### src/rtl/shifter_pkg.sv
// Shared definitions for the pipelined barrel shifter: op encodings and stage-count helper.
// Optional rotate support is selected with the SHIFTER_ROTATE_EN macro.
package shifter_pkg;

  typedef logic [1:0] sh_op_t;

  localparam sh_op_t SH_OP_SLL = 2'b00;
  localparam sh_op_t SH_OP_SRL = 2'b01;
  localparam sh_op_t SH_OP_SRA = 2'b10;
  localparam sh_op_t SH_OP_ROR = 2'b11;

  // Number of pipeline registers needed to cover shamt_w mux levels, lps levels per stage.
  function automatic int unsigned calc_nstage(input int unsigned shamt_w,
                                              input int unsigned lps);
    return (shamt_w + lps - 1) / lps;
  endfunction

endpackage

### src/rtl/shift_level.sv
// One combinational mux level of the barrel shifter, shifting by DIST when sel is set.
// Rotate wrap-around is only built when SHIFTER_ROTATE_EN is defined; otherwise op 11 acts as SRL.
module shift_level
  import shifter_pkg::*;
#(
  parameter int unsigned WIDTH = 32,
  parameter int unsigned DIST  = 1
) (
  input  logic [WIDTH-1:0] din,
  input  logic             sel,
  input  logic [1:0]       op,
  input  logic             sign,
  output logic [WIDTH-1:0] dout
);

  logic [WIDTH-1:0] fill_mask;
  logic [WIDTH-1:0] shifted;

  // Top DIST bits set: the positions vacated by a right shift.
  assign fill_mask = ~({WIDTH{1'b1}} >> DIST);

  always_comb begin
    shifted = din >> DIST;
    case (op)
      SH_OP_SLL: shifted = din << DIST;
      SH_OP_SRA: shifted = (din >> DIST) | (fill_mask & {WIDTH{sign}});
`ifdef SHIFTER_ROTATE_EN
      SH_OP_ROR: shifted = (din >> DIST) | (din << (WIDTH - DIST));
`endif
      default:   shifted = din >> DIST;
    endcase
    dout = sel ? shifted : din;
  end

endmodule

### src/rtl/pipelined_barrel_shifter.sv
// Pipelined SLL/SRL/SRA/ROR barrel shifter with a global-stall valid/ready handshake.
// Rotate is enabled by SHIFTER_ROTATE_EN; without it op 11 behaves as SRL.
module pipelined_barrel_shifter
  import shifter_pkg::*;
#(
  parameter int unsigned WIDTH            = 32,
  parameter int unsigned SHAMT_W          = $clog2(WIDTH),
  parameter int unsigned LEVELS_PER_STAGE = 2,
  parameter int unsigned TAG_W            = 4
) (
  input  logic               clk,
  input  logic               rst,
  input  logic               in_valid,
  output logic               in_ready,
  input  logic [WIDTH-1:0]   in_data,
  input  logic [SHAMT_W-1:0] in_shamt,
  input  logic [1:0]         in_op,
  input  logic [TAG_W-1:0]   in_tag,
  output logic               out_valid,
  input  logic               out_ready,
  output logic [WIDTH-1:0]   out_data,
  output logic [TAG_W-1:0]   out_tag
);

  localparam int unsigned NSTAGE = calc_nstage(SHAMT_W, LEVELS_PER_STAGE);

  logic advance;

  for (genvar s = 0; s < NSTAGE; s++) begin : g_stage
    // Shift-amount bits still unconsumed when entering this stage.
    localparam int unsigned WS = SHAMT_W - s * LEVELS_PER_STAGE;

    logic             src_valid;
    logic [WIDTH-1:0] src_data;
    logic [WS-1:0]    src_shamt;
    logic [1:0]       src_op;
    logic             src_sign;
    logic [TAG_W-1:0] src_tag;
    logic [WIDTH-1:0] chain [LEVELS_PER_STAGE+1];

    logic             valid_q;
    logic [WIDTH-1:0] data_q;
    logic [TAG_W-1:0] tag_q;

    if (s == 0) begin : g_src_in
      assign src_valid = in_valid;
      assign src_data  = in_data;
      assign src_shamt = in_shamt;
      assign src_op    = in_op;
      assign src_sign  = in_data[WIDTH-1];
      assign src_tag   = in_tag;
    end else begin : g_src_prev
      assign src_valid = g_stage[s-1].valid_q;
      assign src_data  = g_stage[s-1].data_q;
      assign src_shamt = g_stage[s-1].g_ctrl.shamt_q;
      assign src_op    = g_stage[s-1].g_ctrl.op_q;
      assign src_sign  = g_stage[s-1].g_ctrl.sign_q;
      assign src_tag   = g_stage[s-1].tag_q;
    end

    assign chain[0] = src_data;

    for (genvar j = 0; j < LEVELS_PER_STAGE; j++) begin : g_lvl
      if (j < WS) begin : g_mux
        shift_level #(
          .WIDTH(WIDTH),
          .DIST (1 << (s * LEVELS_PER_STAGE + j))
        ) u_level (
          .din (chain[j]),
          .sel (src_shamt[j]),
          .op  (src_op),
          .sign(src_sign),
          .dout(chain[j+1])
        );
      end else begin : g_pass
        assign chain[j+1] = chain[j];
      end
    end

    always_ff @(posedge clk or posedge rst) begin
      if (rst) begin
        valid_q <= 1'b0;
        data_q  <= '0;
        tag_q   <= '0;
      end else if (advance) begin
        valid_q <= src_valid;
        data_q  <= chain[LEVELS_PER_STAGE];
        tag_q   <= src_tag;
      end
    end

    // Control for later levels; the last stage has nothing left to carry.
    if (s < NSTAGE - 1) begin : g_ctrl
      localparam int unsigned RS = WS - LEVELS_PER_STAGE;

      logic [RS-1:0] shamt_q;
      logic [1:0]    op_q;
      logic          sign_q;

      always_ff @(posedge clk or posedge rst) begin
        if (rst) begin
          shamt_q <= '0;
          op_q    <= SH_OP_SLL;
          sign_q  <= 1'b0;
        end else if (advance) begin
          shamt_q <= src_shamt[WS-1:LEVELS_PER_STAGE];
          op_q    <= src_op;
          sign_q  <= src_sign;
        end
      end
    end
  end

  assign out_valid = g_stage[NSTAGE-1].valid_q;
  assign out_data  = g_stage[NSTAGE-1].data_q;
  assign out_tag   = g_stage[NSTAGE-1].tag_q;

  assign advance  = out_ready | ~out_valid;
  assign in_ready = advance;

endmodule

### config.mk
export PLATFORM = sky130hd
export DESIGN_NAME = pipelined_barrel_shifter
export DESIGN_NICKNAME = d
export VERILOG_FILES = /design/src/rtl/shifter_pkg.sv /design/src/rtl/shift_level.sv /design/src/rtl/pipelined_barrel_shifter.sv
export SDC_FILE = /design/constraint.sdc
export NUM_CORES = 1
export LEC_CHECK = 0
export CORE_MARGIN = 1.5
export CORE_UTILIZATION = 50
export CTS_CLUSTER_DIAMETER = 80
export CTS_CLUSTER_SIZE = 30
export DETAILED_ROUTE_END_ITERATION = 8
export PLACE_DENSITY = 0.72
export SETUP_SLACK_MARGIN = 0.05
export SYNTH_ARGS = -nofsm -noshare
export SYNTH_HDL_FRONTEND = slang
export SYNTH_SLANG_ARGS = --single-unit
### constraint.sdc
create_clock -name clk -period 5.2 [get_ports clk]
set_clock_uncertainty 0.1 [all_clocks]
set_input_delay 1.04 -clock clk [delete_from_list [all_inputs] [get_ports clk]]
set_output_delay 1.04 -clock clk [all_outputs]
set_load 0.01 [all_outputs]
* Yosys cells after proc, flatten, opt, wreduce, memory -nomap -nowiden
Index checks and enable logic that the tools add are counted.
** Storage, ports and cells
- Bits in registers :: 121
- Bits in latches :: 0
- Memory bits (writable) :: 0
- Memory bits (read-only) :: 0
- Bits of input ports :: 47
- Output and inout port bits :: 38
- Logic and storage cells :: 38
- Memories kept :: 0
** Operators by class
- Add/sub/neg operators :: 0
- $mul :: 0
- Divide/modulo/power cells :: 0
- Order comparisons :: 0
- Equal/unequal tests :: 3
- Shift operators :: 0
- Muxes and demuxes :: 10
- Bitwise logic cells :: 7
- Reductions and logical operators :: 3
** Operators by type and width (count)
- one-hot mux 32 bit (2 select lines) :: 5
- two-way mux 32 bit :: 5
- bitwise OR 16 x 32 -> 32 bit :: 1
- bitwise OR 24 x 32 -> 32 bit :: 1
- bitwise OR 28 x 32 -> 32 bit :: 1
- bitwise OR 30 x 32 -> 32 bit :: 1
- bitwise OR 31 x 32 -> 32 bit :: 1
- == test 2 bit (second input constant) :: 3
- logical NOT 2 bit :: 3
- NOT 1 bit :: 1
- bitwise OR 1 bit :: 1

* Logic depth before layout (Yosys ltp)
Gate-level depths: netlist of run 1.
- Depth in word-level cells :: 6
- Gate-level depth with buffers :: 7
- Depth with buffers taken out :: 5

* Hierarchy
From an unflattened synthesis of run 1, not the netlist that was laid out.
** Unflattened totals
- Cell total of the unflattened synthesis :: 926
- Area total of the unflattened synthesis :: 8712.1 sq um
** Modules (own cells, without submodules)
- pipelined_barrel_shifter :: instances 1, cells each 258, area each 4828.4 sq um, sequential area each 3027.9 sq um
- shift_level (g_stage[0].g_lvl[0].g_mux.u_level) :: instances 1, cells each 146, area each 833.3 sq um, sequential area each 0.0 sq um
- shift_level (g_stage[0].g_lvl[1].g_mux.u_level) :: instances 1, cells each 145, area each 829.5 sq um, sequential area each 0.0 sq um
- shift_level (g_stage[1].g_lvl[0].g_mux.u_level) :: instances 1, cells each 139, area each 789.5 sq um, sequential area each 0.0 sq um
- shift_level (g_stage[1].g_lvl[1].g_mux.u_level) :: instances 1, cells each 129, area each 732.0 sq um, sequential area each 0.0 sq um
- shift_level (g_stage[2].g_lvl[0].g_mux.u_level) :: instances 1, cells each 109, area each 699.4 sq um, sequential area each 0.0 sq um

* Least setup slack after synthesis of run 1
No wires, ideal clock.
- Path kind :: input to output
- From :: in out_ready
- To :: out in_ready
- Arrival time :: 1.767 ns
- Data required time :: 4.060 ns
- Setup slack :: 2.293 ns
- Stages :: 4
- Path buffers :: 2
- Cell sequence :: nor2b_1 -> inv_2 -> clkbuf_1 -> clkbuf_1
** On the way
- Longest elaborated chain between the ends :: 1
** RTL lines
- from (decl) :: RTL line pipelined_barrel_shifter.sv:20 : input logic out_ready,
- bitwise OR 1 bit :: RTL line pipelined_barrel_shifter.sv:118 : assign advance = out_ready | ~out_valid;
- to (decl) :: RTL line pipelined_barrel_shifter.sv:14 : output logic in_ready,
No other way between the ends.

* Worst setup path in the final report of run 1
Same ends and word-level chain as after synthesis.

==> results of run 1 <==
[worst reg2reg max path, delay by kind of cell, from the launching register on]
family	cells	cell delay, ps
buffers and inverters	1	670
DFF	1	760
AOI/OAI and AO/OA	1	220
and+or+nand+nor	2	1230
[metal layers]
layer	routed length (µm)	global-route usage, %
met5	0	0
met4	1040	15.5
met3	1960	6.11
met2	10500	45.4
met1	9900	40.7
[cell usage after synthesis, types with 2 or more instances]
library cell,instances,area share [%]
mux2i_1,17,2.2
nor2b_1,13,1.0
a211o_1,6,0.68
a311oi_1,6,0.68
o22ai_1,30,2.4
o22a_1,18,2.0
o221a_2,4,0.58
clkbuf_1,55,2.7
nand2_1,104,5.0
a31oi_1,22,1.8
o21a_1,48,4.6
inv_1,27,1.3
a21o_1,9,0.87
nand4_1,5,0.40
nor3b_1,9,0.87
dfrtp_1,121,39
buf_6,4,0.58
o31ai_1,5,0.48
nand3_1,5,0.32
buf_1,8,0.39
o21ai_0,49,3.2
and2_1,2,0.16
clkinv_1,2,0.097
a221oi_1,16,1.8
nand2b_1,17,1.4
or3b_1,5,0.56
nor2_1,110,5.3
buf_2,27,1.7
a21oi_1,103,6.6
o21ai_1,12,0.77
a2bb2oi_1,16,1.8
o32a_1,7,0.90
nor3_1,4,0.26
a211oi_1,10,0.97
o221ai_1,41,4.6
nand3b_1,5,0.48
[sequential cells by signal, summed over array words and instances, names as in the netlist]
name                    count
out_valid                   1
g_stage.g_ctrl.shamt_q      4
out_data                   32
out_tag                     4
g_stage.g_ctrl.sign_q       2
g_stage.g_ctrl.op_q         4
g_stage.data_q             64
g_stage.valid_q             2
g_stage.tag_q               8
[kinds of logic after synthesis]
kind of cell,Yosys count
flip-flops,121
AO/OA/AOI/OAI,406
multiplexers,18
AND/OR/NAND/NOR,285
buffers and inverters,124
[power groups by stage]
stage	clock, mW	sequential [mW]	combinational, mW
after global routing	1.29	1.81	2.15
final	1.23	1.77	1.96
after global placement	0	1.75	1.90
after detailed placement	0	1.77	1.93
after floorplan	0	1.65	1.29
after CTS	1.25	1.75	1.94
[path summary, 6_finish.rpt]
| path | cells past startpoint | from | slack [ps] | to |
|---|---|---|---|---|
| max | 4 | out_ready | 1830 | in_ready |
| min in group asynchronous | 2 | rst | 1090 | out_data[14] |
| min reg2reg | 2 | g_stage[1].valid_q | 360 | g_stage[1].valid_q |
| max in group asynchronous | 3 | rst | 3140 | g_stage[0].data_q[7] |
| max reg2reg | 4 | g_stage[1].g_ctrl.shamt_q | 2150 | out_data[7] |
| min | 2 | g_stage[1].valid_q | 360 | g_stage[1].valid_q |
[area by class of cell]
class / instances / area (µm²) / area share [%]
Inverter: 30 / 118 / 1.28
Clock inverter: 10 / 140 / 1.53
Multi-Input combinational cell: 709 / 4210 / 45.9
Tap cell: 188 / 235 / 2.57
Clock buffer: 22 / 484 / 5.28
Sequential cell: 121 / 3030 / 33.0
Timing Repair Buffer: 96 / 956 / 10.4
[through the flow]
stage	cell area, µm²	setup WS, ps	total power, mW	std cells
2_1_floorplan	7760	846	2.94	954
3_3_place_gp	8550	1670	3.65	1144
3_5_place_dp	8550	1650	3.70	1144
4_1_cts	9170	1820	4.94	1176
5_1_grt	9170	1820	5.25	1176
6_report	9170	1830	4.96	1176
==> reports/qor.csv, run 1 <==
stage,metric,value,unit
yosys,Post-synth EDFFs,0,
clock_tree,Clock Latency Late Sink,430,ps
floorplanning,total core area,15200,µm²
detailed_routing,DRC Markers,0,
sta,final hold vios,0,
clock_tree,Post-CTS Resized,0,
floorplanning,chip height,128,µm
yosys,Yosys warning total,0,
global_routing,pin count of the biggest net entering global routing,181,
detailed_routing,Iteration-0 DRC Markers,1010,
sta,Max Slew Vio Count,0,
clock_tree,H-tree levels,4,
pwr,combinational share of power,39.5,%
yosys,"Avg Cell Area, Syn",8.13,µm²
sta,unrepaired setup endpoints after global routing,false,
clock_tree,clk slew on worst S/H paths,60,ps
finish,layout cell share with drive strength beyond 1,5.77,%
clock_tree,CTS tree,built,
pwr,Switching Share,38.4,%
yosys,Syn Inst Count,954,
sta,Fmax,297,MHz
yosys,Post-Syn Nets,1001,
pwr,worst vdd ir,0.000272,V
floorplanning,initial core utilization,51.0,%
sta,setup violators final,0,
worst_setup_path,Crit-path slowest cell,clkdlybuf4s50_1,
detailed_routing,routed wire length per instance,19.9,µm
worst_setup_path,Worst Path Max Fanout,2,
global_routing,total track usage,30.0,%
worst_setup_path,CP max stage delay,540,ps
detailed_routing,remaining antenna violation count,0,
detailed_routing,Via density,6.63,
floorplanning,# rows,45,
global_routing,wire length of the first global-routing pass,38.6,mm
detailed_routing,DRT Wirelength,23.4,mm
yosys,mux cell area share after synthesis,2.34,%
pwr,P_sw,1.90,mW
yosys,"Seq/Total Area, Yosys",39.0,%
placement,GP Congestion,0.927,
yosys,adder-cell area share of the yosys netlist,0,%
clock_tree,CTS buffer count,17,
placement,IO buf count,84,
sta,Final Cycle Share,64.8,%
worst_setup_path,kind of critical path,input port to output pin,
pwr,register share of total power,35.6,%
floorplanning,Ports,85,
job,max-cap viol count,0,
detailed_routing,vias,7800,
finish,Final #Nets,1022,
clock_tree,clock root buffer,clkbuf_16,
yosys,compound-gate portion of the synthesized area,35.3,%
detailed_routing,DRT Pass-1 Iters,7,
yosys,Post-Syn Area,7760,µm²
pwr,power share of the clock group,24.9,%
clock_tree,clock buffer depth,2,
worst_setup_path,Critical Path Source Type,input port,
floorplanning,die width,128,µm
worst_setup_path,most frequent CP cell,clkdlybuf4s50_1,
placement,dpl hpwl,15.5,mm
yosys,"Distinct cells, synth",48,
sta,Fin Hold WS,357,ps
sta,setup_tns,0,ps
global_routing,vias in the first global route,7231,
worst_setup_path,"Req. time, crit path",4060,ps
worst_setup_path,Critical Path AT,2230,ps
clock_tree,Post-CTS Setup Bufs,0,
finish,"commonest non-fill, non-tap cell in the layout",dfrtp_1,
sta,Tmin final,3370,ps
global_routing,initial antenna violation count,0,
run_status,status,completed,
finish,fill count,1394,
global_routing,grt total ovfl,0,
yosys,Post-Synth XOR/XNOR Area,0,%
yosys,Yosys reg bits,121,
clock_tree,post-cts hold buffer count,0,
finish,Area Growth Syn to Fin,18.2,%
yosys,largest family of logic cells by synthesized area,compound AO/OA/AOI/OAI gates,
yosys,async set or reset register ratio after synthesis,100,%
finish,most frequent cells in the layout,"120 x dfrtp_1, 110 x nor2_1, 104 x nand2_1",
finish,n_diodes,0,
worst_setup_path,CP Cell Sequence,"clkdlybuf4s50_1, nor2b_4, inv_4, clkdlybuf4s50_1",
floorplanning,die area,16300,µm²
worst_setup_path,critical path capture point type,output pin,
worst_setup_path,"delay-heaviest family, CP",buffers and inverters,
min_path,Hold Path Class,register to register,
worst_setup_path,Buf/Inv on CP,3,
clock_tree,clock sinks,121,
pwr,Leakage,3.75,nW
pwr,Int Pwr,3.05,mW
yosys,simple logic cell fraction of the synthesized area,16.5,%
sta,Worst Max-Slew Pin Slew,1220,ps
pwr,PD cells,540,nW/µm²
finish,utilization after layout,60.3,%
yosys,ys flop type,dfrtp_1,
sta,relative slew slack,17.3,%
Note: power is estimated with default switching activity, not from simulation.
==> run 2, diff against run 1 <==
==> constraint.sdc (replaced) <==
create_clock -name clk -period 3.21 [get_ports clk]
set_clock_uncertainty 0.1 [all_clocks]
set_input_delay 0.642 -clock clk [delete_from_list [all_inputs] [get_ports clk]]
set_output_delay 0.642 -clock clk [all_outputs]
set_load 0.01 [all_outputs]
==> reports/qor.csv, run 2 (synthesis results as in run 1) <==
stage,metric,value,unit,change
finish,Area Growth Syn to Fin,20.3,%,was 18.2%
global_routing,vias in the first global route,7097,,"was 7,231"
floorplanning,initial core utilization,51.0,%,unchanged
finish,total area of sequential cells,3030,µm²,unchanged
detailed_routing,Iteration-0 DRC Markers,621,,"was 1,010"
clock_tree,Post-CTS Resized,0,,unchanged
detailed_routing,vias,7635,,"was 7,800"
global_routing,wire length of the first global-routing pass,37.6,mm,was 38.6 mm
clock_tree,clk slew on worst S/H paths,60,ps,about the same
pwr,Int Pwr,5.11,mW,was 3.05 mW
pwr,combinational share of power,39.5,%,about the same
finish,layout cell share with drive strength beyond 1,6.99,%,was 5.77%
worst_setup_path,critical path launch point,out_ready,,unchanged
pwr,PD cells,874,nW/µm²,was 540 nW/µm²
sta,setup_tns,0,ps,unchanged
global_routing,total track usage,29.3,%,was 30.0%
worst_setup_path,"Req. time, crit path",2470,ps,was 4060 ps
finish,"commonest non-fill, non-tap cell in the layout",dfrtp_1,,unchanged
detailed_routing,remaining antenna violation count,0,,unchanged
placement,Post-Place Cells,1158,,"was 1,144"
min_path,hold path start,g_stage[1].valid_q,,unchanged
finish,n_diodes,0,,unchanged
global_routing,grt total ovfl,0,,unchanged
clock_tree,clock root buffer,clkbuf_16,,unchanged
pwr,register share of total power,34.8,%,was 35.6%
sta,Fmax,377,MHz,
placement,IO buf count,84,,unchanged
floorplanning,Ports,85,,unchanged
worst_setup_path,kind of critical path,input port to output pin,,unchanged
sta,Fin Hold WS,354,ps,was 357 ps
floorplanning,die width,128,µm,unchanged
placement,dpl hpwl,15.8,mm,was 15.5 mm
detailed_routing,DRC Markers,0,,unchanged
finish,Final #Nets,1036,,"was 1,022"
clock_tree,Post-CTS Setup Bufs,0,,unchanged
min_path,Hold Path Sink,g_stage[1].valid_q,,unchanged
worst_setup_path,RR Startpoint,g_stage[0].g_ctrl.op_q[0],,was g_stage[1].g_ctrl.shamt_q
placement,GP Congestion,1.00,,was 0.927
detailed_routing,DRT Wirelength,23.1,mm,was 23.4 mm
floorplanning,chip height,128,µm,unchanged
clock_tree,Clock Latency Late Sink,420,ps,was 430 ps
sta,unrepaired setup endpoints after global routing,false,,unchanged
sta,Max Slew Vio Count,0,,unchanged
pwr,power share of the clock group,25.7,%,was 24.9%
min_path,WHS Path Cells,2,,unchanged
worst_setup_path,reg2reg end,g_stage[1].data_q[9],,was out_data[7]
pwr,Switching Share,37.4,%,was 38.4%
floorplanning,# rows,45,,unchanged
worst_setup_path,R2R Setup Slk,920,ps,was 2150 ps
pwr,total power,8.16,mW,was 4.96 mW
clock_tree,post-cts hold buffer count,0,,unchanged
finish,multi-input logic area,4210,µm²,unchanged
clock_tree,clock sinks,121,,unchanged
clock_tree,CTS tree,built,,unchanged
pwr,worst vdd ir,0.000411,V,was 0.000272 V
finish,number of flip-flops in the largest register,64,,unchanged
global_routing,initial antenna violation count,0,,unchanged
finish,utilization after layout,61.4,%,was 60.3%
pwr,P_sw,3.05,mW,was 1.90 mW
sta,final hold vios,0,,unchanged
floorplanning,die area,16300,µm²,unchanged
finish,Largest Register,g_stage.data_q,,unchanged
min_path,Hold Path Class,register to register,,unchanged
run_status,status,completed,,unchanged
finish,most frequent cells in the layout,"120 x dfrtp_1, 110 x nor2_1, 104 x nand2_1",,unchanged
job,max-cap viol count,0,,unchanged
sta,Final Cycle Share,82.6,%,
sta,relative slew slack,27.6,%,was 17.3%
global_routing,pin count of the biggest net entering global routing,109,,was 181
floorplanning,total core area,15200,µm²,unchanged
worst_setup_path,Worst Path Max Fanout,3,,was 2
clock_tree,CTS buffer count,17,,unchanged
finish,Final Non-Filler Cells,1190,,"was 1,176"
sta,Tmin final,2650,ps,
clock_tree,clock buffer depth,2,,unchanged
clock_tree,H-tree levels,4,,unchanged
worst_setup_path,critical path capture point type,output pin,,unchanged
detailed_routing,Via density,6.42,,was 6.63
detailed_routing,DRT Pass-1 Iters,7,,unchanged
worst_setup_path,Critical Path AT,1910,ps,was 2230 ps
pwr,Leakage,3.84,nW,was 3.75 nW
finish,fill count,1360,,"was 1,394"
worst_setup_path,Critical Path Source Type,input port,,unchanged
sta,setup violators final,0,,unchanged
detailed_routing,routed wire length per instance,19.4,µm,was 19.9 µm
sta,Worst Max-Slew Pin Slew,1090,ps,was 1220 ps
worst_setup_path,worst reg2reg path depth,4,,unchanged
==> run 2: final cells by class <==
class / instances / area share [%]
multi-input cells: 709 / 45.1
flip-flops and latches: 121 / 32.5
repair buffers: 110 / 11.6
clock buffers: 21 / 4.93
well taps: 188 / 2.52
clock inverters: 11 / 2.08
inverters: 30 / 1.27
==> run 2: worst max-delay path by stage <==
stage | slack, ps | endpoint
floorplan | 980 | g_stage[0].data_q[0]
global placement | 400 | g_stage[0].data_q[28]
detailed placement | 390 | g_stage[0].data_q[28]
CTS | 550 | in_ready
global route | 520 | in_ready
finish | 560 | in_ready
==> run 2: per-layer routing <==
metal  track usage [%]  part of all wire (%)  up-vias
met1              39.0                    42     3577
met2              46.9                    47      415
li1                  -                     -     3588
met5                 0                     0        -
met3              5.49                   7.8       55
met4              12.3                   3.4        0
==> run 2: power groups by stage <==
stage	logic, mW	clock network [mW]	registers (mW)
after global placement	3.14	0	2.82
after detailed placement	3.19	0	2.85
after CTS	3.20	2.13	2.82
after floorplan	2.08	0	2.68
final	3.22	2.10	2.84
after global routing	3.54	2.19	2.91
==> run 2: per-stage QoR <==
step                      setup WS [ps]  cell area [µm²]
after global placement              405             8680
after global routing                517             9330
after detailed placement            392             8680
after floorplan                     985             7760
final                               558             9330
after CTS                           555             9330
==> run 2: critical path, stage by stage <==
cell             delay [ps]
clkdlybuf4s50_1         500
nor2b_4                  60
inv_4                    60
clkdlybuf4s50_1         650
